### src/rtl/riscv_ctrl_pkg.sv
// Shared control definitions for the RISC-V control units: state encoding,
// opcode constants and instruction-class / ALU operation codes.
package riscv_ctrl_pkg;

  typedef enum logic [2:0] {
    ST_FETCH     = 3'd0,
    ST_DECODE    = 3'd1,
    ST_EXECUTE   = 3'd2,
    ST_MEMORY    = 3'd3,
    ST_WRITEBACK = 3'd4,
    ST_TRAP      = 3'd5
  } state_e;

  localparam logic [6:0] OPC_R      = 7'b0110011;
  localparam logic [6:0] OPC_ILOGIC = 7'b0010011;
  localparam logic [6:0] OPC_U      = 7'b0110111;
  localparam logic [6:0] OPC_S      = 7'b0100011;
  localparam logic [6:0] OPC_LOAD   = 7'b0000011;
  localparam logic [6:0] OPC_B      = 7'b1100011;
  localparam logic [6:0] OPC_J      = 7'b1101111;
  localparam logic [6:0] OPC_JALR   = 7'b1100111;

  // The class code doubles as the ALU operation code driven in EXECUTE.
  typedef enum logic [2:0] {
    CLS_R      = 3'b000,
    CLS_ILOGIC = 3'b001,
    CLS_U      = 3'b010,
    CLS_S      = 3'b011,
    CLS_LOAD   = 3'b100,
    CLS_B      = 3'b101,
    CLS_J      = 3'b110,
    CLS_JALR   = 3'b111
  } op_class_e;

  // FETCH uses the load/add code to compute PC+4.
  localparam logic [2:0] ALU_OP_ADD = 3'b100;

endpackage

### src/rtl/op_class_decoder.sv
// Maps a 7-bit opcode to its instruction class and flags unlisted opcodes.
module op_class_decoder
  import riscv_ctrl_pkg::*;
(
  input  logic [6:0] op,
  output op_class_e  cls,
  output logic       legal
);

  // Pure opcode lookup; anything not listed is illegal.
  always_comb begin
    cls   = CLS_R;
    legal = 1'b1;
    case (op)
      OPC_R:      cls = CLS_R;
      OPC_ILOGIC: cls = CLS_ILOGIC;
      OPC_U:      cls = CLS_U;
      OPC_S:      cls = CLS_S;
      OPC_LOAD:   cls = CLS_LOAD;
      OPC_B:      cls = CLS_B;
      OPC_J:      cls = CLS_J;
      OPC_JALR:   cls = CLS_JALR;
      default:    legal = 1'b0;
    endcase
  end

endmodule

### src/rtl/multicycle_control.sv
// Multicycle RISC-V control FSM: FETCH/DECODE/EXECUTE/MEMORY/WRITEBACK with a
// sticky TRAP state for illegal opcodes. Outputs are forced to 0 while reset
// is low so a reset mid-transaction drops memory requests immediately.
module multicycle_control
  import riscv_ctrl_pkg::*;
(
  input  logic       clk,
  input  logic       reset,
  input  logic [6:0] OP_i,
  input  logic       Mem_Ready_i,
  output logic       PC_Write_o,
  output logic       PC_Write_Cond_o,
  output logic [1:0] PC_Src_o,
  output logic       Old_PC_Write_o,
  output logic       IorD_o,
  output logic       Mem_Read_o,
  output logic       Mem_Write_o,
  output logic       IR_Write_o,
  output logic       Reg_Write_o,
  output logic [1:0] Mem_to_Reg_o,
  output logic       ALU_Src_A_o,
  output logic [1:0] ALU_Src_B_o,
  output logic [2:0] ALU_Op_o,
  output logic       Instr_Done_o,
  output logic       Illegal_o
);

  state_e     state_q, state_d;
  logic [6:0] op_q;
  logic [6:0] dec_op;
  op_class_e  cls;
  logic       legal;

  // The live opcode is only needed for the DECODE legality decision; every
  // output is driven from the latched copy.
  assign dec_op = (state_q == ST_DECODE) ? OP_i : op_q;

  op_class_decoder u_dec (
    .op    (dec_op),
    .cls   (cls),
    .legal (legal)
  );

  // State and opcode registers with synchronous active-low reset.
  always_ff @(posedge clk) begin
    if (!reset) begin
      state_q <= ST_FETCH;
      op_q    <= 7'b0000000;
    end else begin
      state_q <= state_d;
      if (state_q == ST_DECODE) op_q <= OP_i;
    end
  end

  // Next-state selection.
  always_comb begin
    state_d = state_q;
    case (state_q)
      ST_FETCH:   if (Mem_Ready_i) state_d = ST_DECODE;
      ST_DECODE:  state_d = legal ? ST_EXECUTE : ST_TRAP;
      ST_EXECUTE: begin
        case (cls)
          CLS_B:           state_d = ST_FETCH;
          CLS_LOAD, CLS_S: state_d = ST_MEMORY;
          default:         state_d = ST_WRITEBACK;
        endcase
      end
      ST_MEMORY: begin
        if (Mem_Ready_i) state_d = (cls == CLS_S) ? ST_FETCH : ST_WRITEBACK;
      end
      ST_WRITEBACK: state_d = ST_FETCH;
      ST_TRAP:      state_d = ST_TRAP;
      default:      state_d = ST_FETCH;
    endcase
  end

  // Output decode from state, latched class and memory handshake.
  always_comb begin
    PC_Write_o      = 1'b0;
    PC_Write_Cond_o = 1'b0;
    PC_Src_o        = 2'b00;
    Old_PC_Write_o  = 1'b0;
    IorD_o          = 1'b0;
    Mem_Read_o      = 1'b0;
    Mem_Write_o     = 1'b0;
    IR_Write_o      = 1'b0;
    Reg_Write_o     = 1'b0;
    Mem_to_Reg_o    = 2'b00;
    ALU_Src_A_o     = 1'b0;
    ALU_Src_B_o     = 2'b00;
    ALU_Op_o        = 3'b000;
    Instr_Done_o    = 1'b0;
    Illegal_o       = 1'b0;
    if (reset) begin
      case (state_q)
        ST_FETCH: begin
          Mem_Read_o     = 1'b1;
          ALU_Src_B_o    = 2'b01;
          ALU_Op_o       = ALU_OP_ADD;
          IR_Write_o     = Mem_Ready_i;
          PC_Write_o     = Mem_Ready_i;
          Old_PC_Write_o = Mem_Ready_i;
        end
        ST_EXECUTE: begin
          ALU_Op_o    = cls;
          ALU_Src_A_o = (cls != CLS_U) && (cls != CLS_J);
          ALU_Src_B_o = ((cls == CLS_R) || (cls == CLS_B)) ? 2'b00 : 2'b10;
          if (cls == CLS_B) begin
            PC_Write_Cond_o = 1'b1;
            PC_Src_o        = 2'b01;
            Instr_Done_o    = 1'b1;
          end
        end
        ST_MEMORY: begin
          IorD_o       = 1'b1;
          Mem_Read_o   = (cls == CLS_LOAD);
          Mem_Write_o  = (cls == CLS_S);
          Instr_Done_o = (cls == CLS_S) && Mem_Ready_i;
        end
        ST_WRITEBACK: begin
          Reg_Write_o  = 1'b1;
          Instr_Done_o = 1'b1;
          case (cls)
            CLS_LOAD: Mem_to_Reg_o = 2'b01;
            CLS_J: begin
              Mem_to_Reg_o = 2'b10;
              PC_Write_o   = 1'b1;
              PC_Src_o     = 2'b01;
            end
            CLS_JALR: begin
              Mem_to_Reg_o = 2'b10;
              PC_Write_o   = 1'b1;
              PC_Src_o     = 2'b10;
            end
            default: Mem_to_Reg_o = 2'b00;
          endcase
        end
        ST_TRAP: Illegal_o = 1'b1;
        default: ;
      endcase
    end
  end

endmodule

### config.mk
export PLATFORM = sky130hd
export DESIGN_NAME = multicycle_control
export DESIGN_NICKNAME = d
export VERILOG_FILES = /design/src/rtl/riscv_ctrl_pkg.sv /design/src/rtl/op_class_decoder.sv /design/src/rtl/multicycle_control.sv
export SDC_FILE = /design/constraint.sdc
export NUM_CORES = 1
export LEC_CHECK = 0
export CORE_MARGIN = 2
export CORE_UTILIZATION = 25
export DETAILED_ROUTE_END_ITERATION = 8
export SYNTH_ARGS = -nofsm -noshare
export SYNTH_HDL_FRONTEND = slang
export SYNTH_SLANG_ARGS = --single-unit
### constraint.sdc
create_clock -name clk -period 2.6 [get_ports clk]
set_clock_uncertainty 0.1 [all_clocks]
set_input_delay 0.52 -clock clk [delete_from_list [all_inputs] [get_ports clk]]
set_output_delay 0.52 -clock clk [all_outputs]
set_load 0.005 [all_outputs]
==> impl_results.md, run 1 <==
* Yosys warns at 0
* Total Wirelength at 3.93 mm
* Vias in the first global route at 1365
* Final count of negative-setup-slack endpoints at 6
* Commonest cells after routing, fill and taps aside: buf_4, nand2_1, buf_2
* Unrepaired setup endpoints after global routing: yes
* Final worst-path cycle share at 105%
* Crit path depth at 7
* Register area at 203 sq um
* RR Endpoint: state_q[1]$_SDFFE_PN0P_
* R2R depth at 10
* Top delay family on crit path: simple AND/OR/NAND/NOR gates
* IO Pins at 30
* WS Path Type: reg -> out
* Final GP Congestion at 0.876
* Cell total after placement at 255
* Rel. slew slack at about three fifths
* Synth cell types at 46
* Worst-Margin Slew at 585 ps
* RR Startpoint: state_q[2]$_SDFFE_PN0P_
* Synth Net Count at approximately 150
* CTS Hold Bufs at 0
* Worst path arrival time at 2100 ps
* Fillers at 373
* GRT Total Usage at 18.3%
* Syn Inst Count at 142
* Maximum VDD drop at 382 uV
* CP Cell Sequence: or3b_4 -> or3_4 -> o31a_1 -> nor3_4 -> buf_4 -> a21o_1 -> buf_2
* Register bit total from synthesis at 10
* Slowest CP cell: or3b_4
* Site Rows at 22
* Multi-input logic area at 878 sq um
* Power density over the cells at about 660 mW/mm^2
* F_max at between 300 and 400 MHz
* R2r setup slk at 270 ps
* Die H at 67.1 um
* Fin crit period at about 2700 ps
* Starting Density at 26.6%
* Synth Area per Inst at 7.01 sq um
* Worst-case clock buffer depth at 2
* CTS Buf Count at 3
* Synthesis-to-layout area growth at 95.1%
* Worst slack, placed at -718 ps
* Cell count of the worst hold path at 2
* Hpwl dp at 2.76 mm
* Largest net degree at the start of global routing at 15
* GRT overflow at 0
* # nets final at 239
* Final Hold Viols at 0
* Pwr Total at 1.28 mW
* Max H-tree Level at 1
* Pleak at 0.894 nW
* Clock transition at the registers of the reported paths at ~50 ps
* DR vias at 1417
* Antenna Nets Post-Route at 0
* Initial DRC count at 100
* Sequential fraction of the synthesis area at roughly a fifth
* First-pass GRT wire length at 6.24 mm
* Antenna diodes at 0
* CP Buf/Inv Count at 2
* Final worst slack at -123 ps
* Final count of pins violating max slew at 0
* Max-cap viol count at 0
* DRC Markers at 0
* Hold WC Path Type: reg -> reg
* Syn Std Cell Area at 996 sq um
* Source of the worst hold timing path: op_q[3]$_SDFF_PN0_
* Worst setup EP type: primary output
* Violated checks: setup timing
* First drt pass iteration count at 4
* # port buffers at 29
* Die X at 67.1 um
* Crit path from: state_q[2]$_SDFFE_PN0P_
* Number of flops mapped to enable cells by yosys at 0
* CTS sink count at 10
* Clk root buf: clkbuf_8
* Min-Delay Endpoint: op_q[3]$_SDFF_PN0_
* Startpoint types: register
* Final Util at about 52%
* Non-Filler Instances at 276
* CTS tree: yes
* Core Area at ~0.0037 sq mm
* Fraction of registers with async set or reset after synthesis at 0%
* Vias per inst at 5.13
* Crit-path max FO at 4
* DR WL/cell at 14.2 um
* Layout cells sized above 1 at 50.4%
* Synth Flop Type: dfxtp_1
* Clock latency on the worst-skew pair at 230 ps
* Initial antenna violation count at 0
* Critical Path RT at slightly below 2000 ps
* Most common cell after layout, fill and taps aside: buf_4
* Crit-path max cell delay at 430 ps
* Status: finished, violations left
* Die area at 0.00450 sq mm
timing repair:
action	CTS	global route
cloned	0	0
endpoints found under the setup margin	19	14
setup buffers	14	3
hold endpoints to repair	0	0
gates resized for setup	100	19
pin swaps	18	6
power breakdown:
part | switching (mW) | total (mW) | internal, mW
Clock | 0.0590 | 0.192 | 0.133
Combinational | 0.401 | 0.857 | 0.457
Sequential | 0.0389 | 0.235 | 0.196
worst reg2reg max path, stage by stage (launching register included):
cell	delay [ps]
dfxtp_2	310
buf_4	160
nor3b_2	170
buf_4	150
buf_4	120
nor4_2	50
or4_4	440
buf_4	150
buf_4	120
a32o_1	250
a31o_1	190
synth_stat cells, types with 3 or more instances:
cell type | count | area (sq um)
nand2_1 | 16 | 60.1
nor4b_1 | 3 | 26.3
nor4_1 | 4 | 25.0
nand2b_1 | 3 | 18.8
nor2b_1 | 4 | 25.0
nand3_1 | 7 | 35.0
clkbuf_1 | 7 | 26.3
nand4_1 | 4 | 25.0
inv_1 | 6 | 22.5
nor3_1 | 4 | 20.0
a21oi_1 | 9 | 45.0
nor3b_1 | 3 | 22.5
o21ai_0 | 3 | 15.0
nor2_1 | 13 | 48.8
xor2_1 | 3 | 26.3
dfxtp_1 | 10 | 200
layer usage:
| metal | GRT usage (%) | vias up | routed length (um) |
|---|---|---|---|
| li1 | - | 699 | - |
| met1 | 23.3 | 669 | 1750 |
| met2 | 31.1 | 43 | 1970 |
| met3 | 4.39 | 6 | 159 |
| met4 | 4.34 | 0 | 51 |
| met5 | 0 | - | 0 |
cell type report:
type                    count  area share (%)
clock buffers               4            2.83
inverters                   6            1.16
multi-input cells         115            45.2
well taps                  48            3.09
flip-flops and latches     10            10.4
repair buffers             93            37.3
stage by stage:
stage          TNS, ps  instance area, sq um  hold WS, ps
4_1_cts           -419                  1930          378
6_report          -351                  1940          373
5_1_grt           -982                  1940          417
3_3_place_gp     -8090                  1650          358
3_5_place_dp     -8720                  1650          372
2_1_floorplan        0                   996          340
sequential cells by signal, indices dropped and copies added (netlist names):
name	cells
state_q	3
op_q	7
logic make-up after synthesis:
logic type | after synthesis | synth area share, %
flops | 10 | 20.1
buf+inv | 17 | 7.41
simple gates | 75 | 42.8
xor+xnor | 5 | 4.40
mux | 1 | 1.01
compound gates | 34 | 24.2
worst max-delay path by stage:
stage / endpoint / slack [ps]
floorplan: Instr_Done_o / 70
global placement: Instr_Done_o / -660
detailed placement: Instr_Done_o / -720
CTS: Instr_Done_o / -130
global route: ALU_Src_B_o[1] / -190
finish: Instr_Done_o / -120
No activity file was read; power rests on OpenSTA's default activity.
==> run 2, diff against run 1 <==
Settings changed: GPL_ROUTABILITY_DRIVEN set to 1, PLACE_DENSITY set to 0.54.
==> run 2 against run 1 <==
The run still ends with setup timing left. Sequential share of layout area down 0.57 points. Routed wire length down 3.8%. Combinational power down 2%. Clock power down 3%. Critical path depth unchanged. Power down 1.5%. Count of clock-buffer cells in the layout unchanged. Sequential power about the same. Maximum frequency down 3.2%. Critical path type unchanged.
==> impl_results.md, run 2 (synthesis gave the netlist of run 1 again) <==
* Seq pwr share at 18.6% (+0.3 points)
* Status: finished, violations left
* CTS tree: yes
* Clock latency on the worst-skew pair at 230 ps (about the same)
* Hold WC Path Type: reg -> reg
* Initial antenna violation count at 0 (unchanged)
* Final count of pins violating max slew at 0 (unchanged)
* Core Area at 0.00374 sq mm (unchanged)
* Worst hold slack at 369 ps (-4.62 ps)
* DR vias at 1418 (+0.071%)
* # port buffers at 29 (unchanged)
* R2R depth at 10 (unchanged)
* Initial DRC count at 81 (-19%)
* DR WL/cell at 13.3 um (-6.2%)
* Fin crit period at 2810 ps (+88.8 ps)
* Die area at 0.00450 sq mm (unchanged)
* Pleak at 0.977 nW (+9.3%)
* Worst setup EP type: primary output
* CP Buf/Inv Count at 2 (unchanged)
* Die H at 67.1 um (unchanged)
* First-pass GRT wire length at 6.29 mm (+0.77%)
* Clk root buf: clkbuf_8
* Met2 GRT Util at 31.1% (unchanged)
* Final count of negative-setup-slack endpoints at 11 (+5)
* Worst-Margin Slew at 558 ps (-26.7 ps)
* Vias per inst at 5.01 (-2.4%)
* Final worst slack at -212 ps (-88.8 ps)
* CTS Buf Count at 3 (unchanged)
* M3 GR Usage at 3.38% (-1.0 points)
* Vias in the first global route at 1405 (+2.9%)
* Starting Density at 26.6% (unchanged)
* Final worst-path cycle share at 108% (+3.4 points)
* Combinational power share at 66.7% (about the same)
* Critical Path RT at 1980 ps (about the same)
* Worst path arrival time at 2190 ps (+90 ps)
* WS Path Type: reg -> out
* Hpwl dp at 2.85 mm (+3.3%)
* First drt pass iteration count at 4 (unchanged)
* DRC Markers at 0 (unchanged)
* Register area at 201 sq um (-0.62%)
* Cell count of the worst hold path at 2 (unchanged)
* Startpoint types: register
* Crit-path max FO at 3 (-1)
* Maximum VDD drop at 344 uV (-9.9%)
* Int Power at 0.787 mW (+0.19%)
* Violated checks: setup timing
* Clock transition at the registers of the reported paths at 50 ps (about the same)
* Top flop regs: op_q (7), state_q (3)
* Commonest cells after routing, fill and taps aside: buf_4, nand2_1, nor2_1
* Fillers at 370 (-0.80%)
* Clk network pwr share at 14.7% (-0.2 points)
* # nets final at 246 (+2.9%)
* Met1 track demand over resource at 23.0% (-0.27 points)
* F_max at 356 MHz (-3.2%)
* CTS sink count at 10 (unchanged)
* Layout cells sized above 1 at 47.7% (-2.8 points)
* Final Hold Viols at 0 (unchanged)
* Site Rows at 22 (unchanged)
* Crit path depth at 7 (unchanged)
* Synthesis-to-layout area growth at 105%
* Top delay family on crit path: simple AND/OR/NAND/NOR gates
* Die X at 67.1 um (unchanged)
* Fin area at 0.00204 sq mm (+5.2%)
* Final GP Congestion at 0.906 (+3.5%)
* GRT overflow at 0 (unchanged)
* Top reg by flops: op_q
* Most common cell after layout, fill and taps aside: buf_4
* Power density over the cells at 619 mW/mm^2 (-6.4%)
* Antenna diodes at 0 (unchanged)
* Slowest CP cell: or3b_4
* Rel. slew slack at 62.7% (+1.8 points)
* IO Pins at 30 (unchanged)
* Worst-case clock buffer depth at 2 (unchanged)
* Largest net degree at the start of global routing at 15 (unchanged)
* Placed Instance Area at 0.00172 sq mm (+4.6%)
* Number of flip-flops in the largest register at 7 (unchanged)
* GRT Total Usage at 18.0% (-0.26 points)
* Multi-input logic area at 877 sq um (-0.14%)
* Total Wirelength at 3.78 mm (-3.8%)
* Unrepaired setup endpoints after global routing: yes
* Max-cap viol count at 0 (unchanged)
* Max H-tree Level at 1 (unchanged)
* Sw frac at 37.8% (-1.1 points)
* CP Cell Sequence: or3b_4 -> or3_4 -> buf_4 -> o32a_1 -> o32ai_1 -> a21o_1 -> buf_2
* Crit-path max cell delay at 440 ps (about the same)
* Net switching power at 0.477 mW (-4.2%)
* Most used routing layer: met2
* Antenna Nets Post-Route at 0 (unchanged)
==> run 2: cell count changes in the layout (fill, tap and decap cells not counted), sizes merged <==
| cell | delta |
|---|---|
| clkdlybuf4s15 | +1 |
| buf | +5 |
| clkbuf | -3 |
| dlygate4sd2 | +2 |
| dlymetal6s2s | +2 |
==> run 2: worst paths after layout <==
| path | from | to | slack [ps] |
|---|---|---|---|
| worst min register to register | op_q[3]$_SDFF_PN0_ | op_q[3]$_SDFF_PN0_ | 370 |
| worst min-delay path | op_q[3]$_SDFF_PN0_ | op_q[3]$_SDFF_PN0_ | 370 |
| worst max-delay path | state_q[1]$_SDFFE_PN0P_ | Instr_Done_o | -210 |
| worst max register to register | state_q[1]$_SDFFE_PN0P_ | state_q[1]$_SDFFE_PN0P_ | 220 |
==> run 2: layer usage <==
metal  routed length, um  vias up
met5                   0        -
met4                  48        0
met3                 140        6
met2                1900       35
met1                1690      665
li1                    -      712
==> run 2: cell type report <==
class	instances	share of cell area [%]
flip-flops and latches	10	9.86
multi-input cells	115	42.9
clock buffers	4	2.69
repair buffers	100	40.5
inverters	6	1.10
well taps	48	2.94
==> run 2: power by group through the flow <==
stage	clock, mW	sequential, mW	combinational [mW]
2_1_floorplan	0	0.231	0.322
3_3_place_gp	0	0.229	0.633
3_5_place_dp	0	0.231	0.639
4_1_cts	0.194	0.233	0.821
5_1_grt	0.208	0.242	0.912
6_report	0.186	0.235	0.844
==> run 2: stage by stage <==
stage          util, %  TNS, ps  total power, mW  setup WS [ps]  std cells
4_1_cts           54.1     -983             1.25           -203        282
5_1_grt           54.6    -2130             1.36           -251        283
3_3_place_gp      46.0    -8720            0.862           -735        265
3_5_place_dp      46.0    -9470            0.870           -803        265
2_1_floorplan        -        0            0.552           67.8        142
6_report          54.6    -1040             1.26           -212        283
==> run 2: worst min-delay path, delay by kind of cell, from the launching register on <==
kind	cells	cell delay (ps)
and+or+nand+nor	1	50
AOI/OAI and AO/OA	1	50
DFF	1	310
==> run 2: what timing repair did <==
item	CTS	global route
pin swaps	16	3
hold buffers	0	0
cloned	0	0
resized for setup	97	7
endpoints found under the setup margin	18	15
buffers inserted	16	1
==> run 3, diff against run 2 <==
Settings changed: CELL_PAD_IN_SITES_DETAIL_PLACEMENT set to 0, CELL_PAD_IN_SITES_GLOBAL_PLACEMENT set to 2, CORE_UTILIZATION 25 to 22, PLACE_DENSITY 0.54 to 0.78.
==> run 3 against run 2 <==
The run still ends with setup timing left. Utilization fell by 5.8 points. Sequential cell count did not move. Global-route usage fell by 1.2 points. First-iteration DRC count fell by 21%. Combinational power up 1%. Via count decreased by 0.35%. Sequential power fell by 3%. Routed wire length up 11%. Non-clock buffer count up 2. Maximum frequency up 1.8%. Critical path type unchanged.
==> impl_results.md, run 3 (synthesis gave the netlist of run 1 again) <==
* Status: finished, violations left
* Violated checks: setup timing
* Fin crit period at 2760 ps (-50.2 ps)
* Die X at 71.3 um (+6.2%)
* CTS tree: yes
* WS Path Type: reg -> out
* Final worst slack at -162 ps (+50.2 ps)
* Final count of negative-setup-slack endpoints at 8 (-3)
* Top reg by flops: op_q
* Top delay family on crit path: simple AND/OR/NAND/NOR gates
* DR vias at 1413 (-0.35%)
* Starting Density at 22.9% (-3.7 points)
* Site Rows at 24 (+9.1%)
* DRC Markers at 0 (unchanged)
* Final worst-path cycle share at 106% (-1.9 points)
* Crit-path max FO at 4 (+1)
* Largest net degree at the start of global routing at 15 (unchanged)
* Non-Filler Instances at 289 (+2.1%)
* CTS sink count at 10 (unchanged)
* Final count of pins violating max slew at 0 (unchanged)
* IO Pins at 30 (unchanged)
* Vias per inst at 4.89 (-2.4%)
* Max H-tree Level at 1 (unchanged)
* Unrepaired setup endpoints after global routing: yes
* Top flop regs: op_q (7), state_q (3)
* Cell total after placement at 270 (+1.9%)
* RR Endpoint: state_q[1]$_SDFFE_PN0P_
* GRT overflow at 0 (unchanged)
* Max-cap viol count at 0 (unchanged)
* # port buffers at 29 (unchanged)
* Clk root buf: clkbuf_8
* Final GP Congestion at 0.945 (+4.2%)
* Number of flip-flops in the largest register at 7 (unchanged)
* Worst-case clock buffer depth at 2 (unchanged)
* Commonest cells after routing, fill and taps aside: buf_4, nand2_1, buf_6
* CP Buf/Inv Count at 2 (unchanged)
* Maximum VDD drop at 419 uV (+22%)
* First drt pass iteration count at 4 (unchanged)
* Die area at 0.00508 sq mm (+13%)
* Synthesis-to-layout area growth at 113%
* Hold WC Path Type: reg -> reg
* Hpwl dp at 3.04 mm (+6.6%)
* Worst-Margin Slew at 489 ps (-68.9 ps)
* Critical Path RT at 1980 ps (about the same)
* Min-Delay Endpoint: op_q[3]$_SDFF_PN0_
* Final Hold Viols at 0 (unchanged)
* Clock latency on the worst-skew pair at 240 ps (about the same)
* Pleak at 0.949 nW (-2.9%)
* Placed Instance Area at 0.00174 sq mm (+0.73%)
* Worst setup EP type: primary output
* Layout cells sized above 1 at 54.9% (+7.2 points)
* CP Cell Sequence: or3b_4 -> or3_4 -> o32a_1 -> buf_4 -> o32ai_2 -> a21o_1 -> buf_2
* Clock transition at the registers of the reported paths at 60 ps (about the same)
* CTS Buf Count at 3 (unchanged)
* Rel. slew slack at 67.3% (+4.6 points)
* Vias in the first global route at 1411 (+0.43%)
* DR WL/cell at 14.5 um (+8.7%)
* Cell count of the worst hold path at 2 (unchanged)
* Slowest CP cell: or3b_4
* RR Startpoint: state_q[2]$_SDFFE_PN0P_
* Startpoint types: register
* Source of the worst hold timing path: op_q[3]$_SDFF_PN0_
* Crit-path max cell delay at 420 ps (-20 ps)
* Worst path arrival time at 2140 ps (-50 ps)
* Initial DRC count at 64 (-21%)
* R2r setup slk at 340 ps (+120 ps)
* F_max at 362 MHz (+1.8%)
* First-pass GRT wire length at 6.78 mm (+7.8%)
* Total Wirelength at 4.19 mm (+11%)
* Most common cell after layout, fill and taps aside: buf_4
* Core Area at 0.00435 sq mm (+16%)
* Die H at 71.3 um (+6.2%)
* # nets final at 248 (+0.81%)
* Antenna Nets Post-Route at 0 (unchanged)
* R2R depth at 9 (-1)
* Antenna diodes at 0 (unchanged)
* CTS Hold Bufs at 0 (unchanged)
* Fillers at 420 (+14%)
* GRT Total Usage at 16.9% (-1.2 points)
* Pwr Total at 1.29 mW (+1.7%)
* Fin area at 0.00212 sq mm (+3.9%)
* Initial antenna violation count at 0 (unchanged)
* Power density over the cells at 605 mW/mm^2 (-2.2%)
## run 3: changes by cell type in the layout (fill, tap and decap cells not counted), moves of 3 or more
| cell | change |
|---|---|
| clkbuf_2 | +3 |
| buf_6 | +5 |
| buf_4 | -3 |
| dlygate4sd2_1 | -3 |
| nor2_1 | -3 |
## run 3: stage by stage
stage               util, %  TNS (ps)  hold WS, ps  worst slack (ps)
floorplan                 -         0          340              67.8
global placement       39.9     -8670          354              -664
detailed placement     39.9     -9320          374              -709
CTS                    47.2      -479          379              -163
global route           48.8     -1370          401              -254
finish                 48.8      -561          373              -162
## run 3: worst max-delay path by stage
stage,start,end,slack [ps],cells past startpoint
2_1_floorplan,state_q[2]$_SDFFE_PN0P_,Instr_Done_o,70,6
3_3_place_gp,OP_i[3],Instr_Done_o,-660,7
3_5_place_dp,OP_i[2],ALU_Src_B_o[1],-710,8
4_1_cts,state_q[1]$_SDFFE_PN0P_,Instr_Done_o,-160,7
5_1_grt,state_q[1]$_SDFFE_PN0P_,Instr_Done_o,-250,7
6_report,state_q[1]$_SDFFE_PN0P_,Instr_Done_o,-160,7
## run 3: power breakdown
group	total, mW	internal [mW]	leakage (nW)	switching, mW
Combinational	0.853	0.459	0.837	0.394
Clock	0.203	0.134	0.0288	0.0696
Sequential	0.229	0.195	0.0828	0.0341
Total	1.29	0.787	0.949	0.498
## run 3: metal layers
| layer | vias up | part of all wire [%] | track usage (%) |
|---|---|---|---|
| met5 | - | 0 | 0 |
| met1 | 660 | 43 | 20.5 |
| met3 | 10 | 3.6 | 3.23 |
| met4 | 0 | 2.1 | 5.03 |
| met2 | 32 | 51 | 30.1 |
| li1 | 711 | - | - |
## run 3: worst min-delay path, stage by stage (launching register included)
cell and delay [ps]:
dfxtp_1 310, nand2_1 50, a21oi_1 60
## run 3: final cells by class
type | instances | area [sq um] | share of cell area, %
repair buffers | 102 | 842 | 39.7
well taps | 52 | 65.1 | 3.06
flip-flops and latches | 10 | 203 | 9.55
multi-input cells | 115 | 936 | 44.1
inverters | 6 | 22.5 | 1.06
clock buffers | 4 | 55.1 | 2.59
## run 3: repair_timing
| action | 4_1_cts | 5_1_grt |
|---|---|---|
| cloned | 0 | 0 |
| pin swaps | 23 | 6 |
| setup buffers | 13 | 4 |
| gates resized for setup | 111 | 22 |
| endpoints found under the setup margin | 19 | 16 |
